==> config.mk <==
export PLATFORM = sky130hd
export DESIGN_NAME = i2cmb_wb_sequencer
export DESIGN_NICKNAME = d
export VERILOG_FILES = /design/src/rtl/i2cmb_wb_sequencer.sv
export SDC_FILE = /design/constraint.sdc
export NUM_CORES = 1
export LEC_CHECK = 0
export ABC_AREA = 1
export BUFFER_PORTS_ARGS = -buffer_cell sky130_fd_sc_hd__buf_2
export CORE_MARGIN = 2
export CORE_UTILIZATION = 50
export CTS_CLUSTER_SIZE = 20
export DETAILED_ROUTE_END_ITERATION = 10
export PLACE_DENSITY = 0.81
export SYNTH_ARGS = -nofsm -noshare
export SYNTH_HDL_FRONTEND = slang
export SYNTH_SLANG_ARGS = --single-unit
==> constraint.sdc <==
create_clock -name clk_i -period 3.2 [get_ports clk_i]
set_input_delay 0.16 -clock clk_i [delete_from_list [all_inputs] [get_ports clk_i]]
set_output_delay 0.16 -clock clk_i [all_outputs]
set_load 0.02 [all_outputs]
==> src/rtl/i2cmb_wb_sequencer.sv <==
// i2cmb_wb_sequencer
//   Wishbone master that runs one complete byte-level I2C transaction on the
//   I2CMB core per client request: enable, set-bus, start, address, data, stop.
//   After every command write it waits for irq_i, reads CMDR back and decodes
//   the status bits. One done_o pulse with status_o reports the outcome.
// Ports:
//   clk_i, rst_i            clock, asynchronous active-high reset
//   wb_*                    classic single-cycle Wishbone master (stb == cyc)
//   irq_i                   I2CMB interrupt
//   req_*                   request handshake (bus, address, direction, length)
//   wr_data_i/valid/ready   write byte stream, one byte consumed per ready pulse
//   rd_data_o/rd_valid_o    read byte stream, no backpressure
//   done_o/status_o         completion pulse and code (OK/NAK/AL/ERR/TIMEOUT)
//   busy_o                  request in progress
`timescale 1ns/1ps
module i2cmb_wb_sequencer #(
    parameter int unsigned LEN_W          = 8,
    parameter int unsigned TIMEOUT_CYCLES = 65535,
    parameter int unsigned TO_W           = 16
) (
    input  logic             clk_i,
    input  logic             rst_i,
    output logic             wb_cyc_o,
    output logic             wb_stb_o,
    output logic             wb_we_o,
    output logic [1:0]       wb_adr_o,
    output logic [7:0]       wb_dat_o,
    input  logic [7:0]       wb_dat_i,
    input  logic             wb_ack_i,
    input  logic             irq_i,
    input  logic             req_valid_i,
    output logic             req_ready_o,
    input  logic             req_we_i,
    input  logic [3:0]       req_bus_i,
    input  logic [6:0]       req_addr_i,
    input  logic [LEN_W-1:0] req_len_i,
    input  logic [7:0]       wr_data_i,
    input  logic             wr_valid_i,
    output logic             wr_ready_o,
    output logic [7:0]       rd_data_o,
    output logic             rd_valid_o,
    output logic             done_o,
    output logic [2:0]       status_o,
    output logic             busy_o
);
    localparam logic [1:0] ADR_CSR  = 2'd0;
    localparam logic [1:0] ADR_DPR  = 2'd1;
    localparam logic [1:0] ADR_CMDR = 2'd2;

    localparam logic [2:0] ST_OK  = 3'd0;
    localparam logic [2:0] ST_NAK = 3'd1;
    localparam logic [2:0] ST_AL  = 3'd2;
    localparam logic [2:0] ST_ERR = 3'd3;
    localparam logic [2:0] ST_TO  = 3'd4;

    typedef enum logic [4:0] {
        S_IDLE, S_EN, S_SETBUS_DPR, S_SETBUS_CMD, S_START_CMD, S_ADDR_DPR,
        S_ADDR_CMD, S_WR_WAIT, S_WR_DPR, S_WR_CMD, S_RD_CMD, S_RD_DPR,
        S_STOP_CMD, S_WAIT, S_RD_CMDR, S_TO_CSR, S_DONE
    } state_t;

    // Which command the shared WAIT/RD_CMDR states are currently checking.
    typedef enum logic [2:0] {
        PH_SETBUS, PH_START, PH_ADDR, PH_DATA, PH_STOP
    } phase_t;

    state_t             state_q, state_d;
    phase_t             phase_q, phase_d;
    logic               enabled_q, enabled_d;
    logic               req_we_q, req_we_d;
    logic [3:0]         bus_q, bus_d;
    logic [6:0]         addr_q, addr_d;
    logic [LEN_W-1:0]   cnt_q, cnt_d;
    logic [7:0]         wbyte_q, wbyte_d;
    logic [TO_W-1:0]    to_q, to_d;
    logic [2:0]         status_q, status_d;
    logic [7:0]         rd_data_q, rd_data_d;
    logic               rd_valid_q, rd_valid_d;
    logic               wb_cyc_q, wb_cyc_d;
    logic               wb_we_q, wb_we_d;
    logic [1:0]         wb_adr_q, wb_adr_d;
    logic [7:0]         wb_dat_q, wb_dat_d;

    logic               acc_req, acc_we, acc_done;
    logic [1:0]         acc_adr;
    logic [7:0]         acc_dat;

    always_ff @(posedge clk_i or posedge rst_i) begin
        if (rst_i) begin
            state_q    <= S_IDLE;
            phase_q    <= PH_SETBUS;
            enabled_q  <= 1'b0;
            req_we_q   <= 1'b0;
            bus_q      <= '0;
            addr_q     <= '0;
            cnt_q      <= '0;
            wbyte_q    <= '0;
            to_q       <= '0;
            status_q   <= '0;
            rd_data_q  <= '0;
            rd_valid_q <= 1'b0;
            wb_cyc_q   <= 1'b0;
            wb_we_q    <= 1'b0;
            wb_adr_q   <= '0;
            wb_dat_q   <= '0;
        end else begin
            state_q    <= state_d;
            phase_q    <= phase_d;
            enabled_q  <= enabled_d;
            req_we_q   <= req_we_d;
            bus_q      <= bus_d;
            addr_q     <= addr_d;
            cnt_q      <= cnt_d;
            wbyte_q    <= wbyte_d;
            to_q       <= to_d;
            status_q   <= status_d;
            rd_data_q  <= rd_data_d;
            rd_valid_q <= rd_valid_d;
            wb_cyc_q   <= wb_cyc_d;
            wb_we_q    <= wb_we_d;
            wb_adr_q   <= wb_adr_d;
            wb_dat_q   <= wb_dat_d;
        end
    end

    always_comb begin
        state_d    = state_q;
        phase_d    = phase_q;
        enabled_d  = enabled_q;
        req_we_d   = req_we_q;
        bus_d      = bus_q;
        addr_d     = addr_q;
        cnt_d      = cnt_q;
        wbyte_d    = wbyte_q;
        to_d       = to_q;
        status_d   = status_q;
        rd_data_d  = rd_data_q;
        rd_valid_d = 1'b0;
        wb_cyc_d   = wb_cyc_q;
        wb_we_d    = wb_we_q;
        wb_adr_d   = wb_adr_q;
        wb_dat_d   = wb_dat_q;
        acc_req    = 1'b0;
        acc_we     = 1'b0;
        acc_adr    = ADR_CSR;
        acc_dat    = 8'h00;
        acc_done   = wb_cyc_q & wb_ack_i;

        // Each access state names its register access; the common launch/
        // retire logic after the case runs it as one classic cycle, and the
        // state advances on the ack cycle.
        case (state_q)
            S_IDLE: begin
                if (req_valid_i) begin
                    req_we_d = req_we_i;
                    bus_d    = req_bus_i;
                    addr_d   = req_addr_i;
                    cnt_d    = req_len_i;
                    status_d = ST_OK;
                    state_d  = enabled_q ? S_SETBUS_DPR : S_EN;
                end
            end
            S_EN: begin
                acc_req = 1'b1; acc_we = 1'b1; acc_adr = ADR_CSR; acc_dat = 8'hC0;
                if (acc_done) begin
                    enabled_d = 1'b1;
                    state_d   = S_SETBUS_DPR;
                end
            end
            S_SETBUS_DPR: begin
                acc_req = 1'b1; acc_we = 1'b1; acc_adr = ADR_DPR; acc_dat = {4'h0, bus_q};
                if (acc_done) state_d = S_SETBUS_CMD;
            end
            S_SETBUS_CMD: begin
                acc_req = 1'b1; acc_we = 1'b1; acc_adr = ADR_CMDR; acc_dat = 8'h06;
                if (acc_done) begin to_d = '0; phase_d = PH_SETBUS; state_d = S_WAIT; end
            end
            S_START_CMD: begin
                acc_req = 1'b1; acc_we = 1'b1; acc_adr = ADR_CMDR; acc_dat = 8'h04;
                if (acc_done) begin to_d = '0; phase_d = PH_START; state_d = S_WAIT; end
            end
            S_ADDR_DPR: begin
                acc_req = 1'b1; acc_we = 1'b1; acc_adr = ADR_DPR; acc_dat = {addr_q, ~req_we_q};
                if (acc_done) state_d = S_ADDR_CMD;
            end
            S_ADDR_CMD: begin
                acc_req = 1'b1; acc_we = 1'b1; acc_adr = ADR_CMDR; acc_dat = 8'h01;
                if (acc_done) begin to_d = '0; phase_d = PH_ADDR; state_d = S_WAIT; end
            end
            S_WR_WAIT: begin
                if (wr_valid_i) begin
                    wbyte_d = wr_data_i;
                    state_d = S_WR_DPR;
                end
            end
            S_WR_DPR: begin
                acc_req = 1'b1; acc_we = 1'b1; acc_adr = ADR_DPR; acc_dat = wbyte_q;
                if (acc_done) state_d = S_WR_CMD;
            end
            S_WR_CMD: begin
                acc_req = 1'b1; acc_we = 1'b1; acc_adr = ADR_CMDR; acc_dat = 8'h01;
                if (acc_done) begin to_d = '0; phase_d = PH_DATA; state_d = S_WAIT; end
            end
            S_RD_CMD: begin
                // Last byte is read with NAK so the slave releases the bus.
                acc_req = 1'b1; acc_we = 1'b1; acc_adr = ADR_CMDR;
                acc_dat = (cnt_q == LEN_W'(1)) ? 8'h03 : 8'h02;
                if (acc_done) begin to_d = '0; phase_d = PH_DATA; state_d = S_WAIT; end
            end
            S_RD_DPR: begin
                acc_req = 1'b1; acc_adr = ADR_DPR;
                if (acc_done) begin
                    rd_data_d  = wb_dat_i;
                    rd_valid_d = 1'b1;
                    cnt_d      = cnt_q - 1'b1;
                    state_d    = (cnt_q == LEN_W'(1)) ? S_STOP_CMD : S_RD_CMD;
                end
            end
            S_STOP_CMD: begin
                acc_req = 1'b1; acc_we = 1'b1; acc_adr = ADR_CMDR; acc_dat = 8'h05;
                if (acc_done) begin to_d = '0; phase_d = PH_STOP; state_d = S_WAIT; end
            end
            S_WAIT: begin
                if (irq_i) state_d = S_RD_CMDR;
                else if (to_q == TO_W'(TIMEOUT_CYCLES - 1)) state_d = S_TO_CSR;
                else to_d = to_q + 1'b1;
            end
            S_RD_CMDR: begin
                acc_req = 1'b1; acc_adr = ADR_CMDR;
                if (acc_done) begin
                    // Priority AL > ERR > NAK > DON; no bit set counts as ERR.
                    // A fault reported by STOP keeps the earlier status.
                    if (phase_q == PH_STOP) begin
                        state_d = S_DONE;
                    end else if (wb_dat_i[5]) begin
                        status_d = ST_AL;  state_d = S_DONE;
                    end else if (wb_dat_i[4]) begin
                        status_d = ST_ERR; state_d = S_STOP_CMD;
                    end else if (wb_dat_i[6]) begin
                        status_d = ST_NAK; state_d = S_STOP_CMD;
                    end else if (!wb_dat_i[7]) begin
                        status_d = ST_ERR; state_d = S_STOP_CMD;
                    end else begin
                        case (phase_q)
                            PH_SETBUS: state_d = S_START_CMD;
                            PH_START:  state_d = S_ADDR_DPR;
                            PH_ADDR: begin
                                if (cnt_q == '0)   state_d = S_STOP_CMD;
                                else if (req_we_q) state_d = S_WR_WAIT;
                                else               state_d = S_RD_CMD;
                            end
                            PH_DATA: begin
                                if (req_we_q) begin
                                    cnt_d   = cnt_q - 1'b1;
                                    state_d = (cnt_q == LEN_W'(1)) ? S_STOP_CMD : S_WR_WAIT;
                                end else begin
                                    state_d = S_RD_DPR;
                                end
                            end
                            default:   state_d = S_DONE;
                        endcase
                    end
                end
            end
            S_TO_CSR: begin
                acc_req = 1'b1; acc_we = 1'b1; acc_adr = ADR_CSR; acc_dat = 8'h00;
                if (acc_done) begin
                    enabled_d = 1'b0;
                    status_d  = ST_TO;
                    state_d   = S_DONE;
                end
            end
            S_DONE:  state_d = S_IDLE;
            default: state_d = S_IDLE;
        endcase

        if (acc_req && !wb_cyc_q) begin
            wb_cyc_d = 1'b1;
            wb_we_d  = acc_we;
            wb_adr_d = acc_adr;
            wb_dat_d = acc_dat;
        end
        if (acc_done) begin
            wb_cyc_d = 1'b0;
            wb_we_d  = 1'b0;
            wb_adr_d = '0;
            wb_dat_d = '0;
        end
    end

    assign wb_cyc_o    = wb_cyc_q;
    assign wb_stb_o    = wb_cyc_q;
    assign wb_we_o     = wb_we_q;
    assign wb_adr_o    = wb_adr_q;
    assign wb_dat_o    = wb_dat_q;
    assign req_ready_o = (state_q == S_IDLE);
    assign wr_ready_o  = (state_q == S_WR_WAIT) && wr_valid_i;
    assign rd_data_o   = rd_data_q;
    assign rd_valid_o  = rd_valid_q;
    assign done_o      = (state_q == S_DONE);
    assign status_o    = status_q;
    assign busy_o      = (state_q != S_IDLE) && (state_q != S_DONE);

endmodule

==> impl_metrics.prom <==
# TYPE chip_impl_metric gauge
chip_impl_metric{name="htree_levels",unit=""} 3
chip_impl_metric{name="worstPathRequired",unit="ns"} 3.43
chip_impl_metric{name="fmaxAchievable",unit="MHz"} 422
chip_impl_metric{name="slew_headroom",unit="%"} 42.4
chip_impl_metric{name="via_count",unit=""} 4300
chip_impl_metric{name="drcViolationCount",unit=""} 0
chip_impl_info{name="worst_reg2reg_startpoint",value="state_q[2]"} 1
chip_impl_metric{name="wl",unit="um"} 11200
chip_impl_metric{name="wl_met1",unit="um"} 5060
chip_impl_metric{name="ios",unit=""} 71
chip_impl_metric{name="start_util",unit="%"} 52.0
chip_impl_metric{name="worstRegToRegCells",unit=""} 6
chip_impl_metric{name="ys_seq_area_share",unit="%"} 42.1
chip_impl_metric{name="antenna_cells_inserted",unit=""} 0
chip_impl_metric{name="timing.setup.tns",unit="ns"} 0
chip_impl_metric{name="irDropWorstVdd",unit="mV"} 0.526
chip_impl_metric{name="hold_buffers",unit=""} 3
chip_impl_info{name="setup.worst_path.start_class",value="flip-flop"} 1
chip_impl_info{name="clock_tree.root_cell",value="sky130_fd_sc_hd__clkbuf_8"} 1
chip_impl_metric{name="wl_met2",unit="um"} 5410
chip_impl_metric{name="final.hold.worst_slack",unit="ns"} -0.0348
chip_impl_info{name="slowest_stage",value="sky130_fd_sc_hd__dfrtp_1"} 1
chip_impl_metric{name="cts_made_buffers",unit=""} 9
chip_impl_metric{name="post_layout_nonfiller_instances",unit=""} 800
chip_impl_metric{name="slowest_delay",unit="ns"} 0.56
chip_impl_metric{name="antenna_violations_before_repair",unit=""} 0
chip_impl_metric{name="placedCellCount",unit=""} 781
chip_impl_metric{name="grt_start_max_net_pins",unit=""} 42
chip_impl_metric{name="post_dr_wirelength_cell",unit="um"} 14.0
chip_impl_metric{name="asyncSetResetFlopFracSynth",unit="%"} 100
chip_impl_metric{name="synthDistinctLibCells",unit=""} 38
chip_impl_metric{name="p_leak",unit="nW"} 2.62
chip_impl_metric{name="tightest_slew",unit="ns"} 0.862
chip_impl_info{name="hold_class",value="input pin to async pin"} 1
chip_impl_metric{name="syn-cell-area",unit="sq mm"} 0.00458
chip_impl_info{name="reg2reg_to",value="to_q[12]"} 1
chip_impl_metric{name="period_minus_slack",unit="ns"} 2.37
chip_impl_metric{name="first_global_vias",unit=""} 4127
chip_impl_metric{name="dp_hpwl",unit="um"} 8360
chip_impl_metric{name="max_cap_viol_count",unit=""} 0
chip_impl_metric{name="post-cts-setup-buffer-count",unit=""} 0
chip_impl_metric{name="fraction_of_layout_instances_using_a_drive_strength_above_1",unit="%"} 19.5
chip_impl_metric{name="global_route.usage.total",unit="%"} 23.3
chip_impl_metric{name="number_of_flops_mapped_to_enable_cells_by_yosys",unit=""} 0
chip_impl_metric{name="path_buf_inv",unit=""} 0
chip_impl_metric{name="tcrit_tclk_final",unit="%"} 74.0
chip_impl_metric{name="antenna_violating_nets_post_route",unit=""} 0
chip_impl_metric{name="clock_latency",unit="ns"} 0.36
chip_impl_metric{name="globalplace.congestion",unit=""} 1.01
chip_impl_metric{name="setup_violation_total_in_the_final_timing_report",unit=""} 0
chip_impl_metric{name="setup_ws",unit="ns"} 0.832
chip_impl_info{name="cts_tree",value="yes"} 1
chip_impl_metric{name="finalNetCount",unit=""} 734
chip_impl_info{name="critical_path.cell_chain",value="nand2_2, nor2_4, nand3b_1, nand3_2, nand2_1, o21ai_1"} 1
chip_impl_metric{name="post-place-ws",unit="ns"} 0.885
chip_impl_metric{name="clkTransAtPathRegs",unit="ns"} 0.08
chip_impl_metric{name="cts-root-to-sink-buffers",unit=""} 2
chip_impl_metric{name="ys_warn_count",unit=""} 0
chip_impl_metric{name="grt.overflow.total",unit=""} 0
chip_impl_metric{name="grt_pass1_wl",unit="um"} 18800
chip_impl_metric{name="final_max_slew_viol_count",unit=""} 0
chip_impl_info{name="setup_crit_end_kind",value="flip-flop"} 1
chip_impl_metric{name="design.die.area",unit="sq mm"} 0.00995
chip_impl_metric{name="clkSinkCount",unit=""} 77
chip_impl_metric{name="finalCoreUtilization",unit="%"} 58.9
chip_impl_metric{name="die_width",unit="um"} 99.7
chip_impl_metric{name="post-route-cell-area",unit="sq mm"} 0.00519
chip_impl_metric{name="firstDrtPassIters",unit=""} 5
chip_impl_info{name="post-synth-top-area-cell",value="sky130_fd_sc_hd__dfrtp_1"} 1
chip_impl_metric{name="layout-area-overhead-vs-synth",unit="%"} 13.2
chip_impl_metric{name="vertical_die_dimension",unit="um"} 99.7
chip_impl_metric{name="finalClockSkew",unit="ns"} 0.00808
chip_impl_info{name="status",value="finished with violations"} 1
chip_impl_info{name="timing_worst_setup_path_type",value="flip-flop to flip-flop"} 1
chip_impl_metric{name="postCtsResizedCells",unit=""} 0
chip_impl_metric{name="final_hold_viol_count",unit=""} 41
chip_impl_info{name="dominantRegCellSynth",value="sky130_fd_sc_hd__dfrtp_1"} 1
chip_impl_metric{name="port_buffers",unit=""} 70
chip_impl_metric{name="worst-r2r-setup-slack",unit="ns"} 0.83
chip_impl_metric{name="floorplan.core_area",unit="sq mm"} 0.00881
chip_impl_metric{name="synth-seq-cells",unit=""} 77
chip_impl_metric{name="count_of_mapped_cells_out_of_synthesis",unit=""} 621
chip_impl_info{name="dr.max_layer_used",value="met4"} 1
chip_impl_metric{name="core.rowCount",unit=""} 34
chip_impl_metric{name="syn-mean-instance-area",unit="sq um"} 7.38
chip_impl_metric{name="wl_met3",unit="um"} 557
chip_impl_metric{name="syn-num-nets",unit=""} 668
chip_impl_metric{name="synthDominantCellAreaShare",unit="%"} 42.1
chip_impl_metric{name="cp_max_fo",unit=""} 31
chip_impl_metric{name="drt_iter0_drc",unit=""} 290
chip_impl_metric{name="powerDensity",unit="mW/mm^2"} 918
chip_impl_info{name="timing.critical_path.max_delay_family",value="simple AND/OR/NAND/NOR gates"} 1
chip_impl_info{name="synth.area.top_cells",value="sky130_fd_sc_hd__dfrtp_1 42%, sky130_fd_sc_hd__nand2_1 17%, sky130_fd_sc_hd__nand3_1 5.9%"} 1
chip_impl_info{name="unrepaired_setup_endpoints_after_global_routing",value="no"} 1
chip_impl_info{name="failed_checks",value="negative hold slack"} 1
chip_impl_metric{name="routed_via_density",unit=""} 5.38
chip_impl_metric{name="detailed_place.area",unit="sq mm"} 0.00495
chip_impl_metric{name="arrival",unit="ns"} 2.60
Yosys cell counts (3+ instances only):
cell and number:
sky130_fd_sc_hd__inv_2 5, sky130_fd_sc_hd__a21oi_1 10, sky130_fd_sc_hd__o21ai_0 26, sky130_fd_sc_hd__mux2_1 4
sky130_fd_sc_hd__mux2_2 5, sky130_fd_sc_hd__xor2_1 4, sky130_fd_sc_hd__ha_1 5, sky130_fd_sc_hd__o211ai_1 4
sky130_fd_sc_hd__nand3_1 54, sky130_fd_sc_hd__nand3_2 3, sky130_fd_sc_hd__nor2_1 63, sky130_fd_sc_hd__buf_6 3
sky130_fd_sc_hd__nand2_1 204, sky130_fd_sc_hd__nor3_1 7, sky130_fd_sc_hd__o21ai_1 20, sky130_fd_sc_hd__or2_2 6
sky130_fd_sc_hd__buf_4 7, sky130_fd_sc_hd__nand4_1 18, sky130_fd_sc_hd__nand2_2 7, sky130_fd_sc_hd__clkbuf_1 5
sky130_fd_sc_hd__nor2_4 7, sky130_fd_sc_hd__nor2_2 8, sky130_fd_sc_hd__inv_1 44, sky130_fd_sc_hd__dfrtp_1 77
sky130_fd_sc_hd__buf_2 6
logic make-up after synthesis:
family | after synthesis | synth area share (%)
adders and majority gates | 5 | 1.37
AOI/OAI and AO/OA | 70 | 8.38
xor gates and xnor gates | 6 | 1.15
DFF | 77 | 42.1
and+or+nand+nor | 383 | 37.8
muxes | 9 | 2.21
buffers and inverters | 71 | 7.05
metrics by stage:
stage	hold slack, ns	power, W
5_1_grt	0.0105	0.00514
4_1_cts	0.00122	0.00474
2_1_floorplan	0.256	0.00348
6_report	-0.0348	0.00476
3_3_place_gp	0.354	0.00390
3_5_place_dp	0.359	0.00397
area by class of cell:
class / count / area [sq um]
Multi-Input combinational cell: 473 / 2330
Inverter: 50 / 188
Clock inverter: 3 / 43.8
Clock buffer: 13 / 159
Tap cell: 108 / 135
Sequential cell: 77 / 1930
Timing Repair Buffer: 76 / 403
Fill cell: 777 / 3620
per-layer routing:
metal	vias to the layer above	GRT usage, %
met5	-	0
met4	0	7.48
met3	21	4.71
met2	123	38.4
met1	2004	31.1
li1	2152	-
worst register-to-register path, stage by stage (launching register included):
cell and delay (ns):
sky130_fd_sc_hd__dfrtp_1 0.56, sky130_fd_sc_hd__nand2_2 0.25, sky130_fd_sc_hd__nor2_4 0.42, sky130_fd_sc_hd__nand3b_1 0.24, sky130_fd_sc_hd__nand3_2 0.49, sky130_fd_sc_hd__nand2_1 0.21, sky130_fd_sc_hd__o21ai_1 0.08
flip-flops by register name (all words and copies together), names as in the netlist:
name,flops
state_q,5
bus_q,4
cnt_q,8
enabled_q,1
addr_q,7
status_o,3
wb_adr_o,2
req_we_q,1
to_q,16
wb_dat_o,8
wbyte_q,8
rd_data_o,8
rd_valid_o,1
phase_q,3
wb_we_o,1
wb_cyc_o,1
power by group:
group	switching [W]	total [W]	internal, W	leakage (nW)
clock network	0.000367	0.000771	0.000404	0.104
registers	0.000305	0.00163	0.00132	0.994
logic	0.00163	0.00236	0.000729	1.52
how the worst max path moves through the flow:
| stage | end | cells after the start | startpoint | slack [ns] |
|---|---|---|---|---|
| 2_1_floorplan | addr_q[0] | 1 | rst_i | 1.07 |
| 3_3_place_gp | to_q[14] | 6 | state_q[2] | 0.98 |
| 6_report | to_q[12] | 6 | state_q[2] | 0.83 |
| 4_1_cts | to_q[12] | 6 | state_q[2] | 0.87 |
| 5_1_grt | to_q[1] | 7 | state_q[1] | 0.60 |
| 3_5_place_dp | to_q[12] | 6 | state_q[2] | 0.88 |
cells in the final DEF, fill, tap and decap left out, drive strengths merged:
cell and count:
clkinv 3, nor3 7, a21oi 10, nand3b 2
bufinv 1, inv 49, nand2 212, a22oi 1
xor2 4, dfrtp 77, a31oi 2, xnor2 2
mux2 9, clkbuf 13, nand3 58, buf 73
nand4 18, a31o 2, o31ai 2, o22ai 2
ha 5, or2 6, nor2 79, o211ai 4
dlygate4sd3 3, o21ai 47, nor3b 1
Power figures use the tool's default switching activity.
